File: config.mk
export PLATFORM = sky130hd
export DESIGN_NAME = mips_sevenseg_scan_flat
export DESIGN_NICKNAME = d
export VERILOG_FILES = /design/src/rtl/mips_sevenseg_scan_if.sv /design/src/rtl/mips_sevenseg_scan.sv /design/src/flat_wrapper.sv
export SDC_FILE = /design/constraint.sdc
export NUM_CORES = 1
export LEC_CHECK = 0
export BUFFER_PORTS_ARGS = -buffer_cell sky130_fd_sc_hd__buf_2
export CORE_MARGIN = 2
export CORE_UTILIZATION = 61
export CTS_CLUSTER_SIZE = 10
export DETAILED_ROUTE_END_ITERATION = 8
export PLACE_DENSITY = 0.81
export SETUP_SLACK_MARGIN = 0.4
export SKIP_LAST_GASP = 1
export SLEW_MARGIN = 20
export SYNTH_ARGS = -nofsm -noshare
export SYNTH_HDL_FRONTEND = slang
export SYNTH_SLANG_ARGS = --single-unit
File: constraint.sdc
create_clock -name CLK -period 4.95 [get_ports CLK]
set_clock_uncertainty 0.1 [all_clocks]
set_input_delay 1.2375 -clock CLK [delete_from_list [all_inputs] [get_ports CLK]]
set_output_delay 1.2375 -clock CLK [all_outputs]
set_load 0.05 [all_outputs]
File: src/rtl/mips_sevenseg_scan_if.sv
// Display-side signal bundle for mips_sevenseg_scan: value/enable in, segment/anode pins out.
interface mips_sevenseg_scan_if;
  logic [15:0] test_value;
  logic        disp_en;
  logic [6:0]  seg;
  logic        dp;
  logic [3:0]  an;
  logic        frame_tick;

  modport master (
    output test_value, disp_en,
    input  seg, dp, an, frame_tick
  );

  modport slave (
    input  test_value, disp_en,
    output seg, dp, an, frame_tick
  );
endinterface

File: src/rtl/mips_sevenseg_scan.sv
// 4-digit multiplexed hex display for the MIPS test_value bus; the value is
// snapshotted once per scan frame so a frame never mixes old and new data.
module mips_sevenseg_scan #(
  parameter int unsigned REFRESH_DIV    = 50000,
  parameter bit          LZ_BLANK       = 1'b1,
  parameter bit          SEG_ACTIVE_LOW = 1'b1
) (
  input  logic                 CLK,
  input  logic                 RST,
  mips_sevenseg_scan_if.slave  bus
);

  localparam int unsigned         CNT_W    = $clog2(REFRESH_DIV);
  localparam logic [CNT_W-1:0]    CNT_LAST = CNT_W'(REFRESH_DIV - 1);
  localparam logic [6:0]          SEG_OFF  = SEG_ACTIVE_LOW ? 7'h7F : 7'h00;
  localparam logic [3:0]          AN_OFF   = SEG_ACTIVE_LOW ? 4'hF  : 4'h0;

  typedef enum logic [1:0] {DIG0, DIG1, DIG2, DIG3} digit_e;

  digit_e           dig_q, dig_d;
  logic [CNT_W-1:0] div_q, div_d;
  logic [15:0]      snap_q, snap_d;
  logic             tick_q, tick_d;
  logic [3:0]       an_q, an_d;
  logic [6:0]       seg_q, seg_d;

  logic             div_last;
  logic             wrap;
  logic [3:0]       nibble;
  logic [6:0]       pattern;
  logic             blank;
  logic [3:0]       onehot;

  // Active-high gfedcba patterns for one hex digit.
  function automatic logic [6:0] hex_to_seg(input logic [3:0] n);
    logic [6:0] p;
    case (n)
      4'h0: p = 7'h3F;
      4'h1: p = 7'h06;
      4'h2: p = 7'h5B;
      4'h3: p = 7'h4F;
      4'h4: p = 7'h66;
      4'h5: p = 7'h6D;
      4'h6: p = 7'h7D;
      4'h7: p = 7'h07;
      4'h8: p = 7'h7F;
      4'h9: p = 7'h6F;
      4'hA: p = 7'h77;
      4'hB: p = 7'h7C;
      4'hC: p = 7'h39;
      4'hD: p = 7'h5E;
      4'hE: p = 7'h79;
      default: p = 7'h71;
    endcase
    return p;
  endfunction

  // Refresh divider, digit sequencer and per-frame snapshot.
  always_comb begin
    div_last = (div_q == CNT_LAST);
    div_d    = div_last ? '0 : div_q + CNT_W'(1);
    dig_d    = dig_q;
    if (div_last) begin
      case (dig_q)
        DIG0:    dig_d = DIG1;
        DIG1:    dig_d = DIG2;
        DIG2:    dig_d = DIG3;
        default: dig_d = DIG0;
      endcase
    end
    wrap   = div_last && (dig_q == DIG3);
    snap_d = wrap ? bus.test_value : snap_q;
    tick_d = wrap;
  end

  // Digit decode and leading-zero blanking from the current digit and snapshot.
  always_comb begin
    nibble = snap_q[3:0];
    blank  = 1'b0;
    case (dig_q)
      DIG0: begin
        nibble = snap_q[3:0];
        blank  = 1'b0;
      end
      DIG1: begin
        nibble = snap_q[7:4];
        blank  = LZ_BLANK && (snap_q[15:4] == '0);
      end
      DIG2: begin
        nibble = snap_q[11:8];
        blank  = LZ_BLANK && (snap_q[15:8] == '0);
      end
      default: begin
        nibble = snap_q[15:12];
        blank  = LZ_BLANK && (snap_q[15:12] == '0);
      end
    endcase
    pattern = hex_to_seg(nibble);
    onehot  = 4'b0001 << dig_q;

    // A blanked digit keeps its anode off; disp_en only gates the anodes.
    if (!bus.disp_en || blank) begin
      an_d = AN_OFF;
    end else begin
      an_d = SEG_ACTIVE_LOW ? ~onehot : onehot;
    end

    if (blank) begin
      seg_d = SEG_OFF;
    end else begin
      seg_d = SEG_ACTIVE_LOW ? ~pattern : pattern;
    end
  end

  always_ff @(posedge CLK or negedge RST) begin
    if (!RST) begin
      div_q  <= '0;
      dig_q  <= DIG0;
      snap_q <= '0;
      tick_q <= 1'b0;
      an_q   <= AN_OFF;
      seg_q  <= SEG_OFF;
    end else begin
      div_q  <= div_d;
      dig_q  <= dig_d;
      snap_q <= snap_d;
      tick_q <= tick_d;
      an_q   <= an_d;
      seg_q  <= seg_d;
    end
  end

  assign bus.an         = an_q;
  assign bus.seg        = seg_q;
  assign bus.dp         = SEG_ACTIVE_LOW;
  assign bus.frame_tick = tick_q;

endmodule

File: src/flat_wrapper.sv
// flat-port wrapper written by rule: the top's interface ports become plain ports
module mips_sevenseg_scan_flat 
#(
  parameter int unsigned REFRESH_DIV    = 50000,
  parameter bit          LZ_BLANK       = 1'b1,
  parameter bit          SEG_ACTIVE_LOW = 1'b1
)
  (CLK, RST, bus_test_value, bus_disp_en, bus_seg, bus_dp, bus_an, bus_frame_tick);
  mips_sevenseg_scan_if bus_i ();
  input  logic CLK;
  input  logic RST;
  input wire logic [$bits(bus_i.test_value)-1:0] bus_test_value;
  input wire logic [$bits(bus_i.disp_en)-1:0] bus_disp_en;
  output wire logic [$bits(bus_i.seg)-1:0] bus_seg;
  output wire logic [$bits(bus_i.dp)-1:0] bus_dp;
  output wire logic [$bits(bus_i.an)-1:0] bus_an;
  output wire logic [$bits(bus_i.frame_tick)-1:0] bus_frame_tick;
  assign bus_i.test_value = bus_test_value;
  assign bus_i.disp_en = bus_disp_en;
  assign bus_seg = bus_i.seg;
  assign bus_dp = bus_i.dp;
  assign bus_an = bus_i.an;
  assign bus_frame_tick = bus_i.frame_tick;
  mips_sevenseg_scan #(.REFRESH_DIV(REFRESH_DIV), .LZ_BLANK(LZ_BLANK), .SEG_ACTIVE_LOW(SEG_ACTIVE_LOW)) u_core (.CLK(CLK), .RST(RST), .bus(bus_i));
endmodule
==> reports/results.ini, run 1 <==
[outcome]
status=completed

[worst_setup_path]
reg2reg_depth=10
critPathCapture=u_core.bus.seg[3]
crit_cells=10
reg2reg_from=u_core.dig_q[0]
cp_top_family=compound AO/OA/AOI/OAI gates
cpMostUsedCell=inv_1
rrSetupSlack_ns=2.33
cp-end-kind=flip-flop
max_stage_delay_ns=0.45
startpoint_type=flip-flop
path_cells=inv_1, ha_1, a222oi_1, a21oi_1, inv_1, ha_1, inv_1, a211oi_1, a211oi_1, o21ai_0
crit_path_start=u_core.dig_q[0]
crit_buf_inv=3
critical_path.max_fanout=7
slowest_stage=a21oi_1
critPathArrivalTime_ns=2.75
critical_path_class=flip-flop to flip-flop
required_ns=5.08
r2r-end=u_core.bus.seg[3]

[pwr]
fin_total_pwr_mw=0.705
power_density_nw_per_um2=272
p_leak_nw=1.25
pwr-share-seq_pct=56.4
p_int_mw=0.530
p_sw_mw=0.175
clkPwrFrac_pct=33.2
swShare_pct=24.8
vdd_drop_max_mv=0.222
p_comb_share_pct=10.5

[cells_and_area]
antenna_cells=0
final_nets=257
multiInputGateArea_um2=1070
area_growth_pct=11.5
fillerInstances=266
seq_area_um2=1160
postLayoutCellArea_um2=2590
drive_gt1_share_pct=29.5

[route]
dr_total_vias=1645
drt_iter0_drc=80
viasPerCell=5.98
drt-total-wl_mm=4.20
drc=0
routedWlPerCell_um=15.3
drt_pass1_iterations=4
ant_nets=0

[sta]
rsz0062_at_grt=false
worst_slew_pin_slew_ns=0.962
final_max_slew_viol_count=0
hold_violations=0
post-route-min-period_ns=2.62
fin_tns_setup_ns=0
slew_headroom_pct=35.8
fmaxAchievable_mhz=381
finalSetupViolCount=0
timing.final.crit_share_pct=53.0

[global_routing]
track_usage_pct=21.5
grt_pass1_vias=1471
grt_antenna_before_repair=0
grt_pass1_wl_mm=6.92
grt_max_degree=47
gr-total-overflow=0

[worst_hold_path]
worstHoldStart=u_core.div_q[0]
hold_class=flip-flop to flip-flop

[placed_design]
gp_congestion=0.821
io_buffers=30
place_area_um2=2490
hpwlAfterDp_mm=3.09

[floorplan]
core_area_um2=3660
start_util_pct=63.3
die_h_um=65.7
die_x_um=65.7
die_area_um2=4310
io_pins=32
rows=22

[logic_synthesis]
ys.warnings.count=0
synth_seq_cells=46
async_flop_share_pct=100
synth_seq_area_share_pct=50.2
synth_cell_type_count=43
syn_area_um2=2320
syn_inst=195
avgSynthCellArea_um2=11.9
synth-edff-count=0
ys.flop_type=dfrtp_1
synth_nets=226

[clock_tree]
clk_pin_slew_ns=0.07
clockRootBuffer=clkbuf_8
clockBufferDepth=2
cts_tree=yes
htree_levels=2
clock_sinks=46
clock_latency_ns=0.31
postCtsSetupBuffers=0
cts_buffers=5
ctsHoldBuffers=0
cts_resized=0

[run]
cap_violations=0

per-layer routing:
| layer | vias up | routed length, um | GRT usage, % |
|---|---|---|---|
| met5 | - | 0 | 0 |
| met2 | 57 | 1970 | 33.3 |
| met3 | 7 | 287 | 4.62 |
| met4 | 0 | 64 | 9.38 |
| met1 | 802 | 1880 | 29.1 |
| li1 | 779 | - | - |
layout make-up:
cell class | count | area share, %
Timing Repair Buffer | 30 | 5.81
Inverter | 12 | 1.74
Sequential cell | 46 | 45.0
Clock buffer | 7 | 3.34
Multi-Input combinational cell | 131 | 41.6
Clock inverter | 1 | 0.194
Tap cell | 48 | 2.32
metrics by stage:
| step | hold slack [ns] | setup slack, ns | util [%] | cells |
|---|---|---|---|---|
| 2_1_floorplan | 0.347 | 2.61 | - | 195 |
| 3_3_place_gp | 0.361 | 2.43 | 68.1 | 267 |
| 3_5_place_dp | 0.387 | 2.40 | 68.1 | 267 |
| 4_1_cts | 0.398 | 2.36 | 70.6 | 275 |
| 5_1_grt | 0.412 | 2.14 | 70.6 | 275 |
| 6_report | 0.397 | 2.33 | 70.6 | 275 |
registers in the layout, indices dropped and copies added (netlist names):
register               count
u_core.snap_q             16
u_core.bus.seg             7
u_core.bus.an              4
u_core.div_q              16
u_core.dig_q               2
u_core.bus.frame_tick      1
power by group through the flow:
stage / Clock, mW / Sequential [mW] / Combinational, mW
2_1_floorplan: 0 / 0.424 / 0.0300
3_3_place_gp: 0 / 0.404 / 0.0716
3_5_place_dp: 0 / 0.404 / 0.0737
4_1_cts: 0.236 / 0.397 / 0.0740
5_1_grt: 0.253 / 0.399 / 0.0800
6_report: 0.234 / 0.397 / 0.0737
Yosys cell counts, types with 2 or more instances:
cell type / number / share of area, %
ha_1: 12 / 6.5
a21oi_1: 8 / 1.7
a211o_1: 3 / 1.1
dfstp_2: 11 / 12
nand3_1: 10 / 2.2
a222oi_1: 4 / 1.7
clkbuf_1: 4 / 0.65
or4_1: 2 / 0.65
mux2_2: 5 / 2.4
nor2_1: 8 / 1.3
a21o_1: 2 / 0.65
nand4_1: 4 / 1.1
a211oi_1: 4 / 1.3
nand2_1: 7 / 1.1
inv_1: 12 / 1.9
o21ai_0: 5 / 1.1
mux2i_1: 4 / 1.7
dfrtp_1: 35 / 38
xnor2_1: 8 / 3.0
nor4_1: 4 / 1.1
and3_1: 2 / 0.54
o221ai_1: 3 / 1.1
a22oi_1: 2 / 0.65
xor2_1: 4 / 1.5
o211ai_1: 2 / 0.65
mux2_4: 10 / 6.5
nor2b_1: 4 / 1.1
worst min path at each step:
stage                             to  slack [ns]  depth (start not counted)
floorplan            u_core.div_q[0]        0.35                          1
global placement     u_core.div_q[0]        0.36                          1
detailed placement  u_core.div_q[13]        0.39                          1
CTS                 u_core.div_q[13]        0.40                          1
global route         u_core.div_q[7]        0.41                          1
finish               u_core.div_q[0]        0.40                          1
cell usage in the layout, fill, tap and decap left out, drive strengths merged, types with 2 or more instances in the layout:
master	Yosys	final
a211o	3	3
a211oi	4	4
a21o	2	2
a21oi	8	8
a222oi	4	4
a22oi	2	2
and3	2	2
buf	2	30
clkbuf	4	7
dfrtp	35	35
dfstp	11	11
ha	12	12
inv	12	12
mux2	15	15
mux2i	4	4
nand2	8	8
nand3	10	10
nand4	4	4
nor2	8	8
nor2b	4	4
nor4	5	5
o211ai	2	2
o21ai	5	5
o221ai	3	3
or4	2	2
xnor2	8	8
xor2	4	4
cell families (layout without fill, tap and decap cells):
family | count (synthesis) | in the layout | share of synthesized area, %
xor gates and xnor gates | 12 | 12 | 4.53
adders and majority gates | 12 | 12 | 6.48
and+or+nand+nor | 51 | 51 | 13.5
buffers and inverters | 18 | 50 | 3.40
DFF | 46 | 46 | 50.2
muxes | 19 | 19 | 10.6
AOI/OAI and AO/OA | 36 | 36 | 11.1
other | 1 | 1 | 0.162
No activity file was read; power rests on OpenSTA's default activity.
==> inputs of run 2 (changes only) <==
--- a/config.mk
+++ b/config.mk
@@ -7,10 +7,10 @@
 export LEC_CHECK = 0
 export BUFFER_PORTS_ARGS = -buffer_cell sky130_fd_sc_hd__buf_2
 export CORE_MARGIN = 2
-export CORE_UTILIZATION = 61
+export CORE_UTILIZATION = 57
 export CTS_CLUSTER_SIZE = 10
 export DETAILED_ROUTE_END_ITERATION = 8
-export PLACE_DENSITY = 0.81
+export PLACE_DENSITY = 0.76
 export SETUP_SLACK_MARGIN = 0.4
 export SKIP_LAST_GASP = 1
 export SLEW_MARGIN = 20
==> constraint.sdc (replaced) <==
create_clock -name CLK -period 2.5 [get_ports CLK]
set_clock_uncertainty 0.1 [all_clocks]
set_input_delay 0.625 -clock CLK [delete_from_list [all_inputs] [get_ports CLK]]
set_output_delay 0.625 -clock CLK [all_outputs]
set_load 0.05 [all_outputs]
==> run 2 against run 1 <==
Against the previous run:
- die area grew 6.6%
- first-iteration DRC count grew 150%
- hold slack lost 0.081 ns
- largest cell class is now multi-input gates
- largest power group unchanged
- sequential cell count is the same
- setup slack lost 2.1 ns
- utilization grew 5.1 points
- cell count grew 10%
==> reports/results.ini, run 2 (synthesis results as in run 1) <==
[sta]
post-route-min-period_ns=2.29  ; was 2.62 ns
fmaxAchievable_mhz=436  ; was 381 MHz
worst_slew_pin_slew_ns=0.821  ; was 0.962 ns
hold_ws_ns=0.316  ; was 0.397 ns
timing.final.crit_share_pct=91.8  ; was 53.0%
finalSetupViolCount=0  ; unchanged
hold_violations=0  ; unchanged
slew_headroom_pct=45.3  ; was 35.8%
fin_tns_setup_ns=0  ; unchanged
rsz0062_at_grt=true  ; was false
final_max_slew_viol_count=0  ; unchanged

[run]
cap_violations=0  ; unchanged

[global_routing]
track_usage_pct=24.8  ; was 21.5%
gr-total-overflow=0  ; unchanged
grt_max_degree=39  ; was 47
grt_antenna_before_repair=0  ; unchanged
grt_pass1_vias=1690  ; was 1471
grt_pass1_wl_mm=8.32  ; was 6.92 mm

[placed_design]
gp_congestion=0.838  ; was 0.821
io_buffers=30  ; unchanged
hpwlAfterDp_mm=3.21  ; was 3.09 mm

[clock_tree]
clock_sinks=46  ; unchanged
cts_tree=yes  ; unchanged
clockBufferDepth=2  ; unchanged
clock_latency_ns=0.30  ; was 0.31 ns
cts_buffers=5  ; unchanged
htree_levels=2  ; unchanged
clk_pin_slew_ns=0.09  ; was 0.07 ns
ctsHoldBuffers=0  ; unchanged
clockRootBuffer=clkbuf_8  ; unchanged

[cells_and_area]
area_growth_pct=28.8  ; was 11.5%
drive_gt1_share_pct=47.8  ; was 29.5%
multiInputGateArea_um2=1250  ; was 1070 um2
layout_common_cells=dfrtp_1 (31), buf_2 (30), buf_4 (22), dfstp_2 (11)  ; was dfrtp_1 (35), buf_2 (30), inv_1 (12), ha_1 (12), dfstp_2 (11)
fillerInstances=234  ; was 266
final_nets=283  ; was 257
seq_area_um2=1170  ; was 1160 um2
final_common_cell=dfrtp_1  ; unchanged
antenna_cells=0  ; unchanged

[floorplan]
io_pins=32  ; unchanged
die_h_um=67.8  ; was 65.7 um
rows=23  ; was 22
die_x_um=67.8  ; was 65.7 um
core_area_um2=3940  ; was 3660 um2
die_area_um2=4590  ; was 4310 um2
start_util_pct=58.8  ; was 63.3%

[worst_setup_path]
crit_buf_inv=4  ; was 3
required_ns=2.62  ; was 5.08 ns
max_stage_delay_ns=0.44  ; was 0.45 ns
startpoint_type=flip-flop  ; unchanged
critPathArrivalTime_ns=2.41  ; was 2.75 ns
critical_path_class=flip-flop to flip-flop  ; unchanged
cp_top_family=compound AO/OA/AOI/OAI gates  ; unchanged
slowest_stage=dfrtp_2  ; was a21oi_1
cp-end-kind=flip-flop  ; unchanged
path_cells=inv_4, ha_4, buf_4, a222oi_1, a21oi_2, inv_2, ha_4, inv_1, a211oi_2, a211oi_2, o21ai_1  ; was inv_1, ha_1, a222oi_1, a21oi_1, inv_1, ha_1, inv_1, a211oi_1, a211oi_1, o21ai_0
critical_path.max_fanout=4  ; was 7

[route]
dr_total_vias=1773  ; was 1645
drt-total-wl_mm=5.30  ; was 4.20 mm
ant_nets=0  ; unchanged
viasPerCell=5.85  ; was 5.98
routedWlPerCell_um=17.5  ; was 15.3 um
drt_pass1_iterations=4  ; unchanged
drt_iter0_drc=197  ; was 80
drc=0  ; unchanged

[worst_hold_path]
hold_class=input pin to async pin  ; was flip-flop to flip-flop

[pwr]
p_leak_nw=1.36  ; was 1.25 nW
power_density_nw_per_um2=480  ; was 272 nW/um2
vdd_drop_max_mv=0.398  ; was 0.222 mV

[outcome]
status=completed  ; unchanged

run 2: changes by cell type in the layout (fill, tap and decap cells not counted), moves of 3 or more:
cell and delta:
a211oi_2 +4, a211oi_1 -4, dfrtp_1 -4, ha_4 +8, inv_4 +3, ha_1 -8, buf_4 +22, dfrtp_2 +4
inv_1 -6, inv_2 +3
run 2: worst paths after layout:
check                                 from                 to  slack, ns  cells past startpoint
setup / recovery           u_core.dig_q[0]  u_core.bus.seg[3]       0.21                     11
hold / removal                         RST    u_core.div_q[4]       0.32                      1
setup reg to reg           u_core.dig_q[0]  u_core.bus.seg[3]       0.21                     11
hold reg to reg            u_core.div_q[0]    u_core.div_q[0]       0.37                      1
max in group asynchronous              RST  u_core.snap_q[10]       1.39                      2
min in group CLK           u_core.div_q[0]    u_core.div_q[0]       0.37                      1
run 2: layout make-up:
cell class,count,area share [%]
sequential,46,39.2
clock buffer,6,2.76
multi-input combinational,132,41.8
inverter,12,1.76
tap,50,2.09
timing repair buffer,55,12.0
clock inverter,2,0.419
run 2: what timing repair did:
item,4_1_cts,5_1_grt
gates cloned,1,0
pin swaps,10,12
buffers inserted,8,11
gates resized for setup,28,20
endpoints found under the setup margin,18,25
run 2: power by group:
group / switching [mW] / internal [mW] / total [mW]
combinational: 0.107 / 0.0685 / 0.176
clock: 0.249 / 0.222 / 0.472
sequential: 0.0131 / 0.774 / 0.787
run 2: through the flow:
stage | power (mW) | utilization [%] | instances | setup slack, ns | instance area [um2]
finish | 1.43 | 75.8 | 303 | 0.205 | 2990
global placement | 0.951 | 64.6 | 275 | 0.174 | 2550
detailed placement | 0.953 | 64.6 | 275 | 0.0287 | 2550
CTS | 1.43 | 71.3 | 292 | 0.242 | 2810
global route | 1.49 | 75.8 | 303 | 0.0948 | 2990
floorplan | 0.899 | - | 195 | 0.325 | 2320
run 2: layer usage:
| metal | global-route usage (%) | vias up | part of all wire (%) |
|---|---|---|---|
| met5 | 0 | - | 0 |
| met4 | 7.25 | 0 | 1.8 |
| met3 | 5.00 | 8 | 3.9 |
| met2 | 40.0 | 51 | 49 |
| met1 | 34.2 | 883 | 46 |
| li1 | - | 831 | - |
